--- config.mk ---
export PLATFORM = sky130hd
export DESIGN_NAME = sr2_operand_stage_flat
export DESIGN_NICKNAME = d
export VERILOG_FILES = /design/src/rtl/sr2_operand_stage_if.sv /design/src/rtl/sr2_operand_stage.sv /design/src/flat_wrapper.sv
export SDC_FILE = /design/constraint.sdc
export NUM_CORES = 1
export LEC_CHECK = 0
export ABC_AREA = 1
export BUFFER_PORTS_ARGS = -buffer_cell sky130_fd_sc_hd__buf_4
export CAP_MARGIN = 20
export CORE_UTILIZATION = 53
export CTS_CLUSTER_DIAMETER = 200
export CTS_CLUSTER_SIZE = 14
export DETAILED_ROUTE_END_ITERATION = 10
export PLACE_DENSITY = 0.79
export SLEW_MARGIN = 0
export SYNTH_ARGS = -nofsm -noshare
export SYNTH_HDL_FRONTEND = slang
export SYNTH_SLANG_ARGS = --single-unit
--- constraint.sdc ---
create_clock -name Clk -period 2.2 [get_ports Clk]
set_input_delay 0.22 -clock Clk [delete_from_list [all_inputs] [get_ports Clk]]
set_output_delay 0.22 -clock Clk [all_outputs]
set_load 0.05 [all_outputs]
--- src/rtl/sr2_operand_stage_if.sv ---
// Operand-stage bus: request side (register-file read / IR decode) and
// response side (ALU operand B) of the SR2 operand stage.
//   in_valid/in_ready   request handshake, sel/sr2_out/ir_imm request payload
//   out_valid/out_ready operand handshake, operand_out operand payload
//   sel_err, imm_cnt    status back to the controller
// master: the environment driving requests and consuming operands.
// slave : the operand stage itself.
interface sr2_operand_stage_if #(
  parameter int WIDTH = 16,
  parameter int IMM_W = 5,
  parameter int CNT_W = 8
);
  logic             in_valid;
  logic             in_ready;
  logic [1:0]       sel;
  logic [WIDTH-1:0] sr2_out;
  logic [IMM_W-1:0] ir_imm;
  logic             out_valid;
  logic             out_ready;
  logic [WIDTH-1:0] operand_out;
  logic             sel_err;
  logic [CNT_W-1:0] imm_cnt;

  modport master (
    output in_valid, sel, sr2_out, ir_imm, out_ready,
    input  in_ready, out_valid, operand_out, sel_err, imm_cnt
  );

  modport slave (
    input  in_valid, sel, sr2_out, ir_imm, out_ready,
    output in_ready, out_valid, operand_out, sel_err, imm_cnt
  );
endinterface

--- src/rtl/sr2_operand_stage.sv ---
// SR2 operand stage for the LC-3 datapath.
// Selects ALU operand B from SR2, SEXT(imm) or ZEXT(imm) and queues it in a
// 2-entry valid/ready skid buffer. Keeps a sticky illegal-select flag and a
// wrapping count of immediate-mode operands.
// Ports:
//   Clk    system clock, rising edge
//   Reset  synchronous, active-high
//   bus    sr2_operand_stage_if.slave (request in, operand out, status)
//
// state   | meaning
// --------+---------------------------------------------
// S_EMPTY | no operand held, out_valid=0, in_ready=1
// S_ONE   | main register holds head operand
// S_TWO   | main + skid full, in_ready=0
module sr2_operand_stage #(
  parameter int WIDTH = 16,
  parameter int IMM_W = 5,
  parameter int CNT_W = 8
) (
  input  logic                 Clk,
  input  logic                 Reset,
  sr2_operand_stage_if.slave   bus
);

  typedef enum logic [1:0] {
    S_EMPTY = 2'd0,
    S_ONE   = 2'd1,
    S_TWO   = 2'd2
  } state_t;

  state_t           state_q, state_d;
  logic [WIDTH-1:0] main_q, main_d;
  logic [WIDTH-1:0] skid_q, skid_d;
  logic             sel_err_q, sel_err_d;
  logic [CNT_W-1:0] imm_cnt_q, imm_cnt_d;

  logic             accept;
  logic             pop;
  logic             is_imm;
  logic [WIDTH-1:0] sext_v;
  logic [WIDTH-1:0] zext_v;
  logic [WIDTH-1:0] value;

  // Fill the whole word with the extension bit first, then overlay the
  // immediate; this also covers IMM_W == WIDTH without a zero-width slice.
  always_comb begin
    sext_v = {WIDTH{bus.ir_imm[IMM_W-1]}};
    sext_v[IMM_W-1:0] = bus.ir_imm;
    zext_v = '0;
    zext_v[IMM_W-1:0] = bus.ir_imm;
    unique case (bus.sel)
      2'b00:   value = bus.sr2_out;
      2'b01:   value = sext_v;
      2'b10:   value = zext_v;
      default: value = '0;
    endcase
  end

  // Handshake outputs depend on state only, so in_ready never combinationally
  // follows out_ready.
  assign bus.in_ready    = (state_q != S_TWO);
  assign bus.out_valid   = (state_q != S_EMPTY);
  assign bus.operand_out = main_q;
  assign bus.sel_err     = sel_err_q;
  assign bus.imm_cnt     = imm_cnt_q;

  assign accept = bus.in_valid & bus.in_ready;
  assign pop    = bus.out_valid & bus.out_ready;
  assign is_imm = (bus.sel == 2'b01) || (bus.sel == 2'b10);

  always_comb begin
    state_d   = state_q;
    main_d    = main_q;
    skid_d    = skid_q;
    sel_err_d = sel_err_q | (accept & (bus.sel == 2'b11));
    imm_cnt_d = imm_cnt_q + CNT_W'(accept & is_imm);
    unique case (state_q)
      S_EMPTY: begin
        if (accept) begin
          state_d = S_ONE;
          main_d  = value;
        end
      end
      S_ONE: begin
        if (accept && pop) begin
          main_d = value;
        end else if (accept) begin
          state_d = S_TWO;
          skid_d  = value;
        end else if (pop) begin
          state_d = S_EMPTY;
        end
      end
      S_TWO: begin
        if (pop) begin
          state_d = S_ONE;
          main_d  = skid_q;
        end
      end
      default: state_d = S_EMPTY;
    endcase
  end

  always_ff @(posedge Clk) begin
    if (Reset) begin
      state_q   <= S_EMPTY;
      main_q    <= '0;
      skid_q    <= '0;
      sel_err_q <= 1'b0;
      imm_cnt_q <= '0;
    end else begin
      state_q   <= state_d;
      main_q    <= main_d;
      skid_q    <= skid_d;
      sel_err_q <= sel_err_d;
      imm_cnt_q <= imm_cnt_d;
    end
  end

endmodule

--- src/flat_wrapper.sv ---
// flat-port wrapper written by rule: the top's interface ports become plain ports
module sr2_operand_stage_flat 
#(
  parameter int WIDTH = 16,
  parameter int IMM_W = 5,
  parameter int CNT_W = 8
)
  (Clk, Reset, bus_in_valid, bus_sel, bus_sr2_out, bus_ir_imm, bus_out_ready, bus_in_ready, bus_out_valid, bus_operand_out, bus_sel_err, bus_imm_cnt);
  sr2_operand_stage_if #(.WIDTH(WIDTH), .IMM_W(IMM_W), .CNT_W(CNT_W)) bus_i ();
  input  logic Clk;
  input  logic Reset;
  input wire logic [$bits(bus_i.in_valid)-1:0] bus_in_valid;
  input wire logic [$bits(bus_i.sel)-1:0] bus_sel;
  input wire logic [$bits(bus_i.sr2_out)-1:0] bus_sr2_out;
  input wire logic [$bits(bus_i.ir_imm)-1:0] bus_ir_imm;
  input wire logic [$bits(bus_i.out_ready)-1:0] bus_out_ready;
  output wire logic [$bits(bus_i.in_ready)-1:0] bus_in_ready;
  output wire logic [$bits(bus_i.out_valid)-1:0] bus_out_valid;
  output wire logic [$bits(bus_i.operand_out)-1:0] bus_operand_out;
  output wire logic [$bits(bus_i.sel_err)-1:0] bus_sel_err;
  output wire logic [$bits(bus_i.imm_cnt)-1:0] bus_imm_cnt;
  assign bus_i.in_valid = bus_in_valid;
  assign bus_i.sel = bus_sel;
  assign bus_i.sr2_out = bus_sr2_out;
  assign bus_i.ir_imm = bus_ir_imm;
  assign bus_i.out_ready = bus_out_ready;
  assign bus_in_ready = bus_i.in_ready;
  assign bus_out_valid = bus_i.out_valid;
  assign bus_operand_out = bus_i.operand_out;
  assign bus_sel_err = bus_i.sel_err;
  assign bus_imm_cnt = bus_i.imm_cnt;
  sr2_operand_stage #(.WIDTH(WIDTH), .IMM_W(IMM_W), .CNT_W(CNT_W)) u_core (.Clk(Clk), .Reset(Reset), .bus(bus_i));
endmodule
After elaboration in Yosys (flattened, before gate mapping)

Cells that the tools add are included.

Bits of input ports: 27
Register bits after elaboration: 43
Word-level logic and storage cells: 43
Output and inout port bits: 27

Equality and inequality tests: 11
Multiplexer cells: 11
Reductions and logical operators: 9
$add $sub $neg: 1
Bitwise logic cells: 6

Operator list:

| operator                                               | count |
|---|---|
| case mux 16 bit (3 select lines)                       | 2 |
| 2-to-1 mux 16 bit                                      | 3 |
| 2-to-1 mux 2 bit                                       | 5 |
| adder 8 bit                                            | 1 |
| AND reduction 4 bit                                    | 2 |
| equality test 2 bit (second input constant)            | 3 |
| inequality test 2 x 1 -> 1 bit (second input constant) | 3 |
| case mux 2 bit (3 select lines)                        | 1 |
| bitwise AND 1 bit                                      | 4 |
| equality test 2 x 1 -> 1 bit (second input constant)   | 2 |
| logical NOT 2 bit                                      | 2 |
| inequality test 2 bit (second input constant)          | 2 |
| inequality test 3 x 1 -> 1 bit (second input constant) | 1 |
| AND reduction 3 bit                                    | 1 |
| nonzero test 3 bit                                     | 1 |
| nonzero test 2 bit                                     | 1 |
| logical AND 1 bit                                      | 1 |
| logical OR 1 bit                                       | 1 |
| NOT 1 bit                                              | 1 |
| bitwise OR 1 bit                                       | 1 |

Logic depth before layout (Yosys ltp)

Gate-level depths: netlist of the first run.

Word-level depth: 6
Gate-level depth with buffers: 11
Depth with buffers taken out: 9

Worst setup path after synthesis of the first run

No wires, ideal clock.

Path kind: flip-flop to flip-flop
Start point: reg u_core.state_q[0]
End point: reg u_core.imm_cnt_q[6] (netlist: u_core.bus.imm_cnt[6])
Period minus slack after synthesis: 1.794 ns
Arrival time: 1.724 ns
Buffers on the path: 2
Data required time: 2.130 ns
Library setup time: 0.070 ns
Slack: 0.406 ns
Cell stages (with the launch flop): 11
Cell sequence: dfxtp_1 > nor2_2 > buf_6 > buf_6 > nor3b_1 > ha_1 > ha_1 > nand3_1 > nor2_1 > o21ai_0 > a21oi_1

Longest elaborated chain between the ends: 4

RTL lines:

| what                   | RTL line                 | RTL |
|---|---|---|
| start, declared        | sr2_operand_stage.sv:31  | `state_t state_q, state_d;` |
| start signal, assigned | sr2_operand_stage.sv:112 | `state_q <= state_d;` |
| inequality test 2 bit  | sr2_operand_stage.sv:61  | `assign bus.in_ready = (state_q != S_TWO);` |
| bitwise AND 1 bit      | sr2_operand_stage.sv:67  | `assign accept = bus.in_valid & bus.in_ready;` |
| bitwise AND 1 bit      | sr2_operand_stage.sv:76  | `imm_cnt_d = imm_cnt_q + CNT_W'(accept & is_imm);` |
| adder 8 bit            | sr2_operand_stage.sv:76  |  |
| end signal, assigned   | sr2_operand_stage.sv:116 | `imm_cnt_q <= imm_cnt_d;` |
| end, declared          | sr2_operand_stage.sv:35  | `logic [CNT_W-1:0] imm_cnt_q, imm_cnt_d;` |

Every way passes these cells.
A chain may end at the register's enable or synchronous reset.

Worst setup path in the final report of the first run

Start point: reg u_core.state_q[1]
End point: out bus_in_ready

Longest elaborated chain between the ends: 1

RTL lines:

| what                  | RTL line                | RTL |
|---|---|---|
| inequality test 2 bit | sr2_operand_stage.sv:61 |  |
| end, declared         | flat_wrapper.sv:17      | `output wire logic [$bits(bus_i.in_ready)-1:0] bus_in_ready;` |

Every way passes these cells.

==> reports/summary.txt, run 1 <==
status: finished, final reports clean
Clock transition at path regs: 80 ps
worst vdd ir: 0.401 mV
PnR worst setup slack: 422 ps
final WL: 4750 um
number of diodes: 0
Final Setup Violations: 0
Tot GR Track Use: 23.7%
ratio of cells with drive above 1 in the final layout: 20.8%
critical path launch point: u_core.state_q[1]$_SDFFE_PP0P_
Data arrival, critical path: 1560 ps
crit-path cells: inv_2 -> nor2_2 -> buf_4 -> inv_8 -> buf_4
commonest non-fill, non-tap cell in the layout: nand2_1
pre-CTS WS: 420 ps
Synth Instances: 338
Period minus WS final: 1780 ps
MaxCap Viol Count: 0
Post-DP HPWL: 3290 um
P_leak: 1.37 nW
r2r setup slk: 480 ps
GRT overflow: 0
Slew Viols, Final: 0
DR WL/cell: 11.0 um
reg2reg start: u_core.state_q[0]$_SDFFE_PP0P_
input/output buffers: 53
IO Count: 54
post-CTS sizing: 0
antenna viol nets, final: 0
final core utilization: 67.3%
htree depth: 2
Clk Latency, worst-skew pair: 310 ps
total clock sinks: 43
commonest non-fill, non-tap cells in the layout: 114 x nand2_1, 56 x buf_4, 45 x nor2_1
Hold WS: 227 ps
crit-path max cell delay: 410 ps
DRC marker count from the first detailed-route iteration: 143
largest net degree at the start of global routing: 34
total power: 1.96 mW
Reg-to-Reg End: u_core.bus.operand_out[2]$_SDFFE_PP0P_
first-pass GRT wire length: 8050 um
Inserted Clock Buffers: 5
R2R cell count: 5
Tcrit/Tclk final: 80.8%
Fin. Hold Viols: 0
1st-pass router iterations: 5
via count: 2,139
startpoint types: flop
Fillers: 389
crit path max-delay cell type: dfxtp_1
Placement Rows: 23
CTS tree: built
Avg Inst Size Synth: 6.75 um2
worst endpoint required time: 1980 ps
Yosys Warn Count: 0
final instance area: 2730 um2
Die H: 67.6 um
CP Capture Type: primary output
root buffer cell: clkbuf_8
hold path depth: 2
Max Buffers Root-to-Sink: 2
Fin Clk Skew: 5.80 ps
initial antenna violation count: 0
die width: 67.6 um
post-DR vias/cell: 4.93
Crit Path Class: reg -> out
Yosys reg bits: 43
HP Class: in -> reg
Cell Pwr Density: 717 nW/um2
Hold Buf Count CTS: 0
Critical Path Most Common Cell: buf_4
Relative slew margins: 56.7%
worst slew pin tran: 649 ps
DRC errors left: 0
fmax: 563 MHz
area of the die: 4570 um2
Final Net Count: 416
RSZ-0062 raised after global routing: false
register area share after synthesis: 37.7%
CORE AREA: 4060 um2
vias in the first global route: 1,830
setup TNS: 0 ps
Unique masters post-synth: 30
Area Overhead vs Synth: 19.6%
placed cell count: 426
largest fanout on the critical path: 18
Cell Area, Synth: 2280 um2
Cell Area, Placed: 2620 um2
Final Non-Filler Cells: 434
CP endpoint: bus_in_ready
Starting Density: 56.2%
Routability Congestion: 0.814
Post-Syn Nets: 371
setup bufs post-CTS: 0
cells in the mapped netlist:
| cell type | instances | share of area [%] |
|---|---|---|
| buf_1 | 3 | 0.49 |
| clkbuf_2 | 1 | 0.22 |
| nor3_1 | 1 | 0.22 |
| inv_1 | 27 | 4.4 |
| inv_2 | 2 | 0.33 |
| o21ai_0 | 8 | 1.8 |
| buf_6 | 6 | 3.0 |
| o21a_1 | 1 | 0.33 |
| nand4_4 | 1 | 0.93 |
| nand4_1 | 1 | 0.27 |
| nor2_2 | 1 | 0.27 |
| xnor2_1 | 1 | 0.38 |
| nand2_1 | 114 | 19 |
| dfxtp_1 | 43 | 38 |
| clkbuf_8 | 2 | 1.2 |
| buf_2 | 2 | 0.44 |
| nor3b_1 | 1 | 0.33 |
| o21ai_2 | 1 | 0.38 |
| a31oi_1 | 1 | 0.27 |
| nand3b_1 | 1 | 0.33 |
| a21oi_1 | 22 | 4.8 |
| nand3_2 | 5 | 2.2 |
| inv_8 | 1 | 0.49 |
| clkbuf_1 | 3 | 0.49 |
| xor2_1 | 1 | 0.38 |
| ha_1 | 6 | 3.3 |
| nand2_2 | 5 | 1.4 |
| buf_8 | 1 | 0.66 |
| nand3_1 | 31 | 6.8 |
| nor2_1 | 45 | 7.4 |
final cells by class:
| cell class | instances | area, um2 | area share [%] |
|---|---|---|---|
| flip-flops and latches | 43 | 861 | 31.5 |
| repair buffers | 56 | 420 | 15.4 |
| multi-input cells | 247 | 1150 | 42.2 |
| clock buffers | 5 | 68.8 | 2.52 |
| inverters | 30 | 120 | 4.40 |
| well taps | 50 | 62.6 | 2.29 |
| clock inverters | 3 | 43.8 | 1.60 |
power breakdown:
part / internal [mW] / leakage (nW) / switching (mW)
Combinational: 0.159 / 0.961 / 0.324
Sequential: 0.824 / 0.351 / 0.0248
Clock: 0.338 / 0.0581 / 0.287
worst max-delay path: cells and delay by family (launching register included):
family | cells | cell delay, ps
buffers and inverters | 4 | 670
DFF | 1 | 410
and+or+nand+nor | 1 | 160
how the worst min path moves through the flow:
stage	startpoint	end	slack (ps)
floorplan	bus_in_valid	u_core.state_q[0]$_SDFFE_PP0P_	420
global placement	u_core.skid_q[10]$_SDFFE_PP0P_	u_core.skid_q[10]$_SDFFE_PP0P_	450
detailed placement	u_core.skid_q[7]$_SDFFE_PP0P_	u_core.skid_q[7]$_SDFFE_PP0P_	460
CTS	Reset	u_core.skid_q[9]$_SDFFE_PP0P_	220
global route	Reset	u_core.skid_q[13]$_SDFFE_PP0P_	230
finish	Reset	u_core.state_q[1]$_SDFFE_PP0P_	230
flip-flops by register name, summed over array words and instances, names as in the netlist:
signal and count:
u_core.skid_q 16, u_core.bus.sel_err 1, u_core.bus.imm_cnt 8, u_core.state_q 2, u_core.bus.operand_out 16
cells by family (layout without fill, tap and decap cells):
| logic type | Yosys count | after routing | synth area share [%] |
|---|---|---|---|
| and+or+nand+nor | 206 | 206 | 38.9 |
| xor gates and xnor gates | 2 | 2 | 0.768 |
| AOI/OAI and AO/OA | 33 | 33 | 7.57 |
| adders and majority gates | 6 | 6 | 3.29 |
| DFF | 43 | 43 | 37.7 |
| buffers and inverters | 48 | 94 | 11.7 |
routing by layer:
metal	vias to the layer above	share of wire [%]	track usage [%]
met4	0	1.5	10.4
met2	64	42	36.4
li1	1141	-	-
met3	8	7.3	3.55
met5	-	0	0
met1	926	50	32.6
No activity file was read; power rests on OpenSTA's default activity.
==> run 2: changes to the inputs <==
--- a/config.mk
+++ b/config.mk
@@ -5,14 +5,14 @@
 export SDC_FILE = /design/constraint.sdc
 export NUM_CORES = 1
 export LEC_CHECK = 0
-export ABC_AREA = 1
+export ABC_AREA = 0
 export BUFFER_PORTS_ARGS = -buffer_cell sky130_fd_sc_hd__buf_4
 export CAP_MARGIN = 20
-export CORE_UTILIZATION = 53
+export CORE_UTILIZATION = 52
 export CTS_CLUSTER_DIAMETER = 200
 export CTS_CLUSTER_SIZE = 14
 export DETAILED_ROUTE_END_ITERATION = 10
-export PLACE_DENSITY = 0.79
+export PLACE_DENSITY = 0.78
 export SLEW_MARGIN = 0
 export SYNTH_ARGS = -nofsm -noshare
 export SYNTH_HDL_FRONTEND = slang
==> constraint.sdc (replaced) <==
create_clock -name Clk -period 1.8 [get_ports Clk]
set_input_delay 0.18 -clock Clk [delete_from_list [all_inputs] [get_ports Clk]]
set_output_delay 0.18 -clock Clk [all_outputs]
set_load 0.05 [all_outputs]
==> run 2 against run 1 <==
First-iteration DRC count fell by 17%. Cell count fell by 21%. Synthesized cell count is 27% lower. Sequential share of layout area down 0.13 points. Routed wire length rose by 5.4%. Non-clock buffer count is 10 higher. Via count fell by 6.5%. Flip-flop and latch count is the same. Utilization rose by 5.0 points. Global-route usage grew 1.8 points.
==> reports/summary.txt, run 2 <==
status: finished, final reports clean
Tcrit/Tclk final: 90.4%
Synth area leaders: dfxtp_1 41%, or3_1 7.4%, nand2_1 6.2%
IO Count: 54
final WL: 5010 um
startpoint types: flop
worst endpoint required time: 1980 ps
Post-synth EDFFs: 0
input/output buffers: 53
Cell Pwr Density: 781 nW/um2
largest net degree at the start of global routing: 33
area of the die: 4340 um2
PnR worst setup slack: 172 ps
top cell type's share of synthesized area: 40.6%
final instance area: 2740 um2
setup TNS: 0 ps
HP Class: in -> reg
Data arrival, critical path: 1810 ps
Post-DP HPWL: 3630 um
first-pass GRT wire length: 8480 um
Hold Buf Count CTS: 0
MaxCap Viol Count: 0
pre-CTS WS: 81.7 ps
Final Non-Filler Cells: 344
RSZ-0062 raised after global routing: false
DRC marker count from the first detailed-route iteration: 118
DR WL/cell: 14.6 um
Reg-to-Reg End: u_core.bus.imm_cnt[4]$_SDFF_PP0_
Max Buffers Root-to-Sink: 2
main flop type after synthesis: dfxtp_1
Unique masters post-synth: 33
Final Net Count: 329
Post-Syn Nets: 280
WHS Endpoint: u_core.state_q[1]$_SDFFE_PP0P_
antenna viol nets, final: 0
htree depth: 2
Die H: 65.9 um
worst vdd ir: 0.395 mV
Yosys Warn Count: 0
final core utilization: 72.2%
commonest non-fill, non-tap cells in the layout: 62 x buf_4, 42 x dfxtp_1, 35 x nand2_1
Clk Latency, worst-skew pair: 290 ps
Fin. Hold Viols: 0
Critical Path Most Common Cell: ha_4
CTS tree: built
GRT overflow: 0
Switch Pwr: 0.646 mW
most numerous cell in the Yosys netlist: dfxtp_1
post-CTS sizing: 0
Hold WS: 171 ps
Yosys top cell by area: dfxtp_1
crit-path cells: nor2b_1 -> clkinvlp_4 -> and3_4 -> ha_4 -> ha_4 -> nand3_1 -> xor2_1 -> nor2_1
post-DR vias/cell: 5.81
reg2reg start: u_core.state_q[1]$_SDFFE_PP0P_
Pint: 1.50 mW
CORE AREA: 3800 um2
Period minus WS final: 1630 ps
Cell Area, Placed: 2660 um2
Relative slew margins: 53.9%
Slew Viols, Final: 0
crit path max-delay cell type: dfxtp_2
total clock sinks: 43
commonest non-fill, non-tap cell in the layout: buf_4
sw frac: 30.1%
Clk pwr share: 28.8%
Inserted Clock Buffers: 5
DRC errors left: 0
Final Setup Violations: 0
ratio of cells with drive above 1 in the final layout: 27.4%
Cell Area, Synth: 2120 um2
commonest cells in the netlist: 43 x dfxtp_1, 35 x nand2_1, 25 x or3_1, 20 x a21oi_1, 16 x a211oi_1
setup bufs post-CTS: 0
r2r setup slk: 170 ps
CP Capture Type: flop
Placement Rows: 22
register area share after synthesis: 40.6%
Synth Instances: 247
Area Overhead vs Synth: 29.4%
Tot GR Track Use: 25.6%
Starting Density: 55.8%
R2R cell count: 8
Comb power frac: 23.5%
Clock transition at path regs: 80 ps
placed cell count: 337
sequential share of power: 47.7%
Avg Inst Size Synth: 8.59 um2
min-delay src: Reset
largest fanout on the critical path: 4
critical path launch point: u_core.state_q[1]$_SDFFE_PP0P_
worst slew pin tran: 691 ps
total power: 2.14 mW
vias in the first global route: 1,883
Routability Congestion: 0.773
ys async rst share: 0%
Fin Clk Skew: 2.43 ps
Crit Path Class: reg -> reg
Yosys reg bits: 43
hold path depth: 2
1st-pass router iterations: 4
crit-path max cell delay: 330 ps
fmax: 614 MHz
via count: 1,999
P_leak: 1.06 nW
die width: 65.9 um
number of diodes: 0
initial antenna violation count: 0
root buffer cell: clkbuf_8
==> run 2: cell count changes after synthesis, sizes merged, moves of 11 or more <==
cell / before / now
nand2: 119 / 35
nor2: 46 / 6
nand3: 36 / 3
inv: 30 / 4
or3: 0 / 25
a211oi: 0 / 16
a22oi: 0 / 11
a311oi: 0 / 11
==> run 2: layout make-up <==
cell class | count | area (um2)
Multi-Input combinational cell | 176 | 1170
Clock inverter | 1 | 5.00
Sequential cell | 43 | 862
Timing Repair Buffer | 66 | 546
Tap cell | 48 | 60.1
Clock buffer | 6 | 82.6
Fill cell | 316 | 1050
Inverter | 4 | 18.8
==> run 2: cells by family after synthesis <==
logic type	Yosys count	share of synthesized area, %
adders and majority gates	6	3.54
AOI/OAI and AO/OA	85	28.8
xor gates and xnor gates	3	1.24
muxes	1	0.472
DFF	43	40.6
and+or+nand+nor	81	19.4
buffers and inverters	28	5.90
==> run 2: worst max-delay path by stage <==
stage | depth (start not counted) | endpoint | slack (ps)
2_1_floorplan | 10 | u_core.bus.imm_cnt[6]$_SDFF_PP0_ | -190
3_3_place_gp | 9 | u_core.bus.imm_cnt[6]$_SDFF_PP0_ | 140
3_5_place_dp | 9 | u_core.bus.imm_cnt[6]$_SDFF_PP0_ | 80
4_1_cts | 8 | u_core.bus.imm_cnt[4]$_SDFF_PP0_ | 160
5_1_grt | 8 | u_core.bus.imm_cnt[4]$_SDFF_PP0_ | 60
6_report | 8 | u_core.bus.imm_cnt[4]$_SDFF_PP0_ | 170
==> run 2: power groups by stage <==
stage | sequential [mW] | clock [mW] | combinational, mW
floorplan | 1.17 | 0 | 0.196
global placement | 1.04 | 0 | 0.501
detailed placement | 1.04 | 0 | 0.505
CTS | 1.02 | 0.627 | 0.506
global route | 1.03 | 0.670 | 0.540
finish | 1.02 | 0.618 | 0.504
==> run 2: routing by layer <==
layer  GRT usage (%)  share of wire [%]
met5               0                  0
met4            7.34               0.96
met3            5.52                5.1
met2            43.4                 48
met1            32.1                 46
==> run 2: worst max-delay path, delay by kind of cell, from the launching register on <==
kind,cells,cell delay (ps)
buf+inv,1,170
simple gates,4,550
xor+xnor,1,150
flops,1,330
fa+ha+maj,2,320
==> run 3: changes to the inputs <==
--- a/config.mk
+++ b/config.mk
@@ -13,6 +13,7 @@
 export CTS_CLUSTER_SIZE = 14
 export DETAILED_ROUTE_END_ITERATION = 10
 export PLACE_DENSITY = 0.78
+export RECOVER_POWER = 100
 export SLEW_MARGIN = 0
 export SYNTH_ARGS = -nofsm -noshare
 export SYNTH_HDL_FRONTEND = slang
==> constraint.sdc (replaced) <==
create_clock -name Clk -period 1.62 [get_ports Clk]
set_input_delay 0.162 -clock Clk [delete_from_list [all_inputs] [get_ports Clk]]
set_output_delay 0.162 -clock Clk [all_outputs]
set_load 0.05 [all_outputs]
==> run 3 against run 2 <==
Flip-flop and latch count is the same. Die area unchanged. Sequential power up 12%. Utilization is 2.5 points lower. Cell count up 0.87%. Highest routed layer unchanged.
==> reports/summary.txt, run 3 (synthesis gave the netlist of run 2 again) <==
status: finished, final reports clean
WHS Endpoint: u_core.bus.sel_err$_SDFF_PP0_
critical path launch point: u_core.state_q[1]$_SDFFE_PP0P_
vias in the first global route: 1,813
Final Setup Violations: 0
HP Class: in -> reg
Cell Area, Placed: 2640 um2
worst vdd ir: 0.446 mV
commonest non-fill, non-tap cells in the layout: 42 x dfxtp_1, 41 x buf_4, 35 x nand2_1
global routing's busiest layer: met2
buffers plus inverters on the worst setup path: 1
hold path depth: 3
Post-DP HPWL: 3660 um
Data arrival, critical path: 1790 ps
Comb power frac: 21.0%
final WL: 5450 um
Area Overhead vs Synth: 24.8%
Relative slew margins: 58.8%
IO Count: 54
GR Layer Usage met1: 35.7%
CP Capture Type: flop
Starting Density: 55.8%
Fin Clk Skew: 6.78 ps
fmax: 640 MHz
ratio of cells with drive above 1 in the final layout: 19.7%
crit-path max cell delay: 320 ps
Top delay family on crit path: simple AND/OR/NAND/NOR gates
Final Non-Filler Cells: 347
setup bufs post-CTS: 0
total power: 2.47 mW
met2 usage: 43.4%
CTS tree: built
number of diodes: 0
initial antenna violation count: 0
crit-path cells: nor2b_2 -> clkinvlp_4 -> and3_4 -> ha_4 -> ha_4 -> nand2_1 -> or3_1 -> a21oi_1
Fin. Hold Viols: 0
DRC errors left: 0
root buffer cell: clkbuf_8
MaxCap Viol Count: 0
Cell Pwr Density: 931 nW/um2
Hold Buf Count CTS: 0
Clk Latency, worst-skew pair: 290 ps
Die H: 65.9 um
Crit Path Class: reg -> reg
Period minus WS final: 1560 ps
placed cell count: 340
Slew Viols, Final: 0
Inserted Clock Buffers: 5
Final Net Count: 332
GRT overflow: 0
area of the die: 4340 um2
crit path max-delay cell type: dfxtp_2
Critical Path Most Common Cell: ha_4
sw frac: 29.6%
largest fanout on the critical path: 3
Clk pwr share: 32.8%
Placement Rows: 22
largest net degree at the start of global routing: 34
commonest non-fill, non-tap cell in the layout: dfxtp_1
min-delay src: bus_in_valid
r2r setup slk: 60 ps
Routability Congestion: 0.780
Fillers: 363
R2R cell count: 8
Pint: 1.73 mW
RSZ-0062 raised after global routing: true
Clock transition at path regs: 80 ps
sequential share of power: 46.2%
final instance area: 2650 um2
P_leak: 0.960 nW
antenna viol nets, final: 0
Max Buffers Root-to-Sink: 2
first-pass GRT wire length: 8810 um
Reg-to-Reg End: u_core.bus.imm_cnt[6]$_SDFF_PP0_
1st-pass router iterations: 4
startpoint types: flop
reg2reg start: u_core.state_q[1]$_SDFFE_PP0P_
Tot GR Track Use: 26.8%
total clock sinks: 43
die width: 65.9 um
via count: 2,062
CORE AREA: 3800 um2
M3 GR Usage: 4.48%
worst slew pin tran: 618 ps
worst endpoint required time: 1850 ps
DR WL/cell: 15.7 um
post-DR vias/cell: 5.94
Tcrit/Tclk final: 96.5%
htree depth: 2
DRC marker count from the first detailed-route iteration: 87
Switch Pwr: 0.731 mW
input/output buffers: 53
[run 3: changes by cell type in the layout (fill, tap and decap cells not counted)]
| cell | previous run | this run |
|---|---|---|
| nor2b_1 | 4 | 3 |
| buf_12 | 4 | 1 |
| clkbuf_2 | 0 | 2 |
| clkbuf_8 | 6 | 5 |
| buf_4 | 62 | 41 |
| bufinv_16 | 0 | 1 |
| clkbuf_1 | 0 | 26 |
| clkinv_2 | 1 | 0 |
| nor2b_2 | 0 | 1 |
[run 3: timing repair]
action / 4_1_cts / 5_1_grt
resized for setup: 1 / 0
gates cloned: 0 / 0
setup endpoints to repair: 1 / 1
[run 3: how the worst max path moves through the flow]
stage                                                  end  depth (start not counted)
final                     u_core.bus.imm_cnt[6]$_SDFF_PP0_                          8
after floorplan           u_core.bus.imm_cnt[6]$_SDFF_PP0_                         10
after detailed placement  u_core.bus.imm_cnt[6]$_SDFF_PP0_                          9
after global routing      u_core.bus.imm_cnt[2]$_SDFF_PP0_                          8
after global placement    u_core.bus.imm_cnt[6]$_SDFF_PP0_                          9
after CTS                 u_core.bus.imm_cnt[6]$_SDFF_PP0_                          8
[run 3: routing by layer]
layer | part of all wire (%) | vias up
li1 | - | 1020
met1 | 45 | 967
met2 | 47 | 70
met3 | 6.4 | 5
met4 | 1.0 | 0
met5 | 0 | -
[run 3: through the flow]
| stage | util, % | setup TNS, ps | hold slack, ps | worst slack, ps |
|---|---|---|---|---|
| after detailed placement | 69.5 | -50.3 | 444 | -35.1 |
| after global placement | 69.5 | 0 | 439 | 4.13 |
| final | 69.7 | 0 | 171 | 57.0 |
| after floorplan | - | -2120 | 319 | -369 |
| after global routing | 69.7 | -34.0 | 189 | -34.0 |
| after CTS | 72.3 | 0 | 168 | 57.7 |
[run 3: layout make-up]
type / count / area (um2) / area share, %
clock buffers: 6 / 72.6 / 2.74
clock inverters: 1 / 30.0 / 1.13
inverters: 4 / 18.8 / 0.709
multi-input cells: 176 / 1170 / 44.3
flip-flops and latches: 43 / 862 / 32.6
well taps: 48 / 60.1 / 2.27
repair buffers: 69 / 432 / 16.3
[run 3: worst reg2reg max path: stages, from the launching register on]
cell and delay (ps):
dfxtp_2 320, nor2b_2 160, clkinvlp_4 70, and3_4 180
ha_4 140, ha_4 130, nand2_1 50, or3_1 300
a21oi_1 140
[run 3: power groups by stage]
| stage | Clock [mW] | Combinational (mW) | Sequential, mW |
|---|---|---|---|
| after global routing | 0.863 | 0.558 | 1.14 |
| after detailed placement | 0 | 0.553 | 1.16 |
| final | 0.809 | 0.518 | 1.14 |
| after floorplan | 0 | 0.218 | 1.30 |
| after CTS | 0.814 | 0.555 | 1.14 |
| after global placement | 0 | 0.544 | 1.16 |
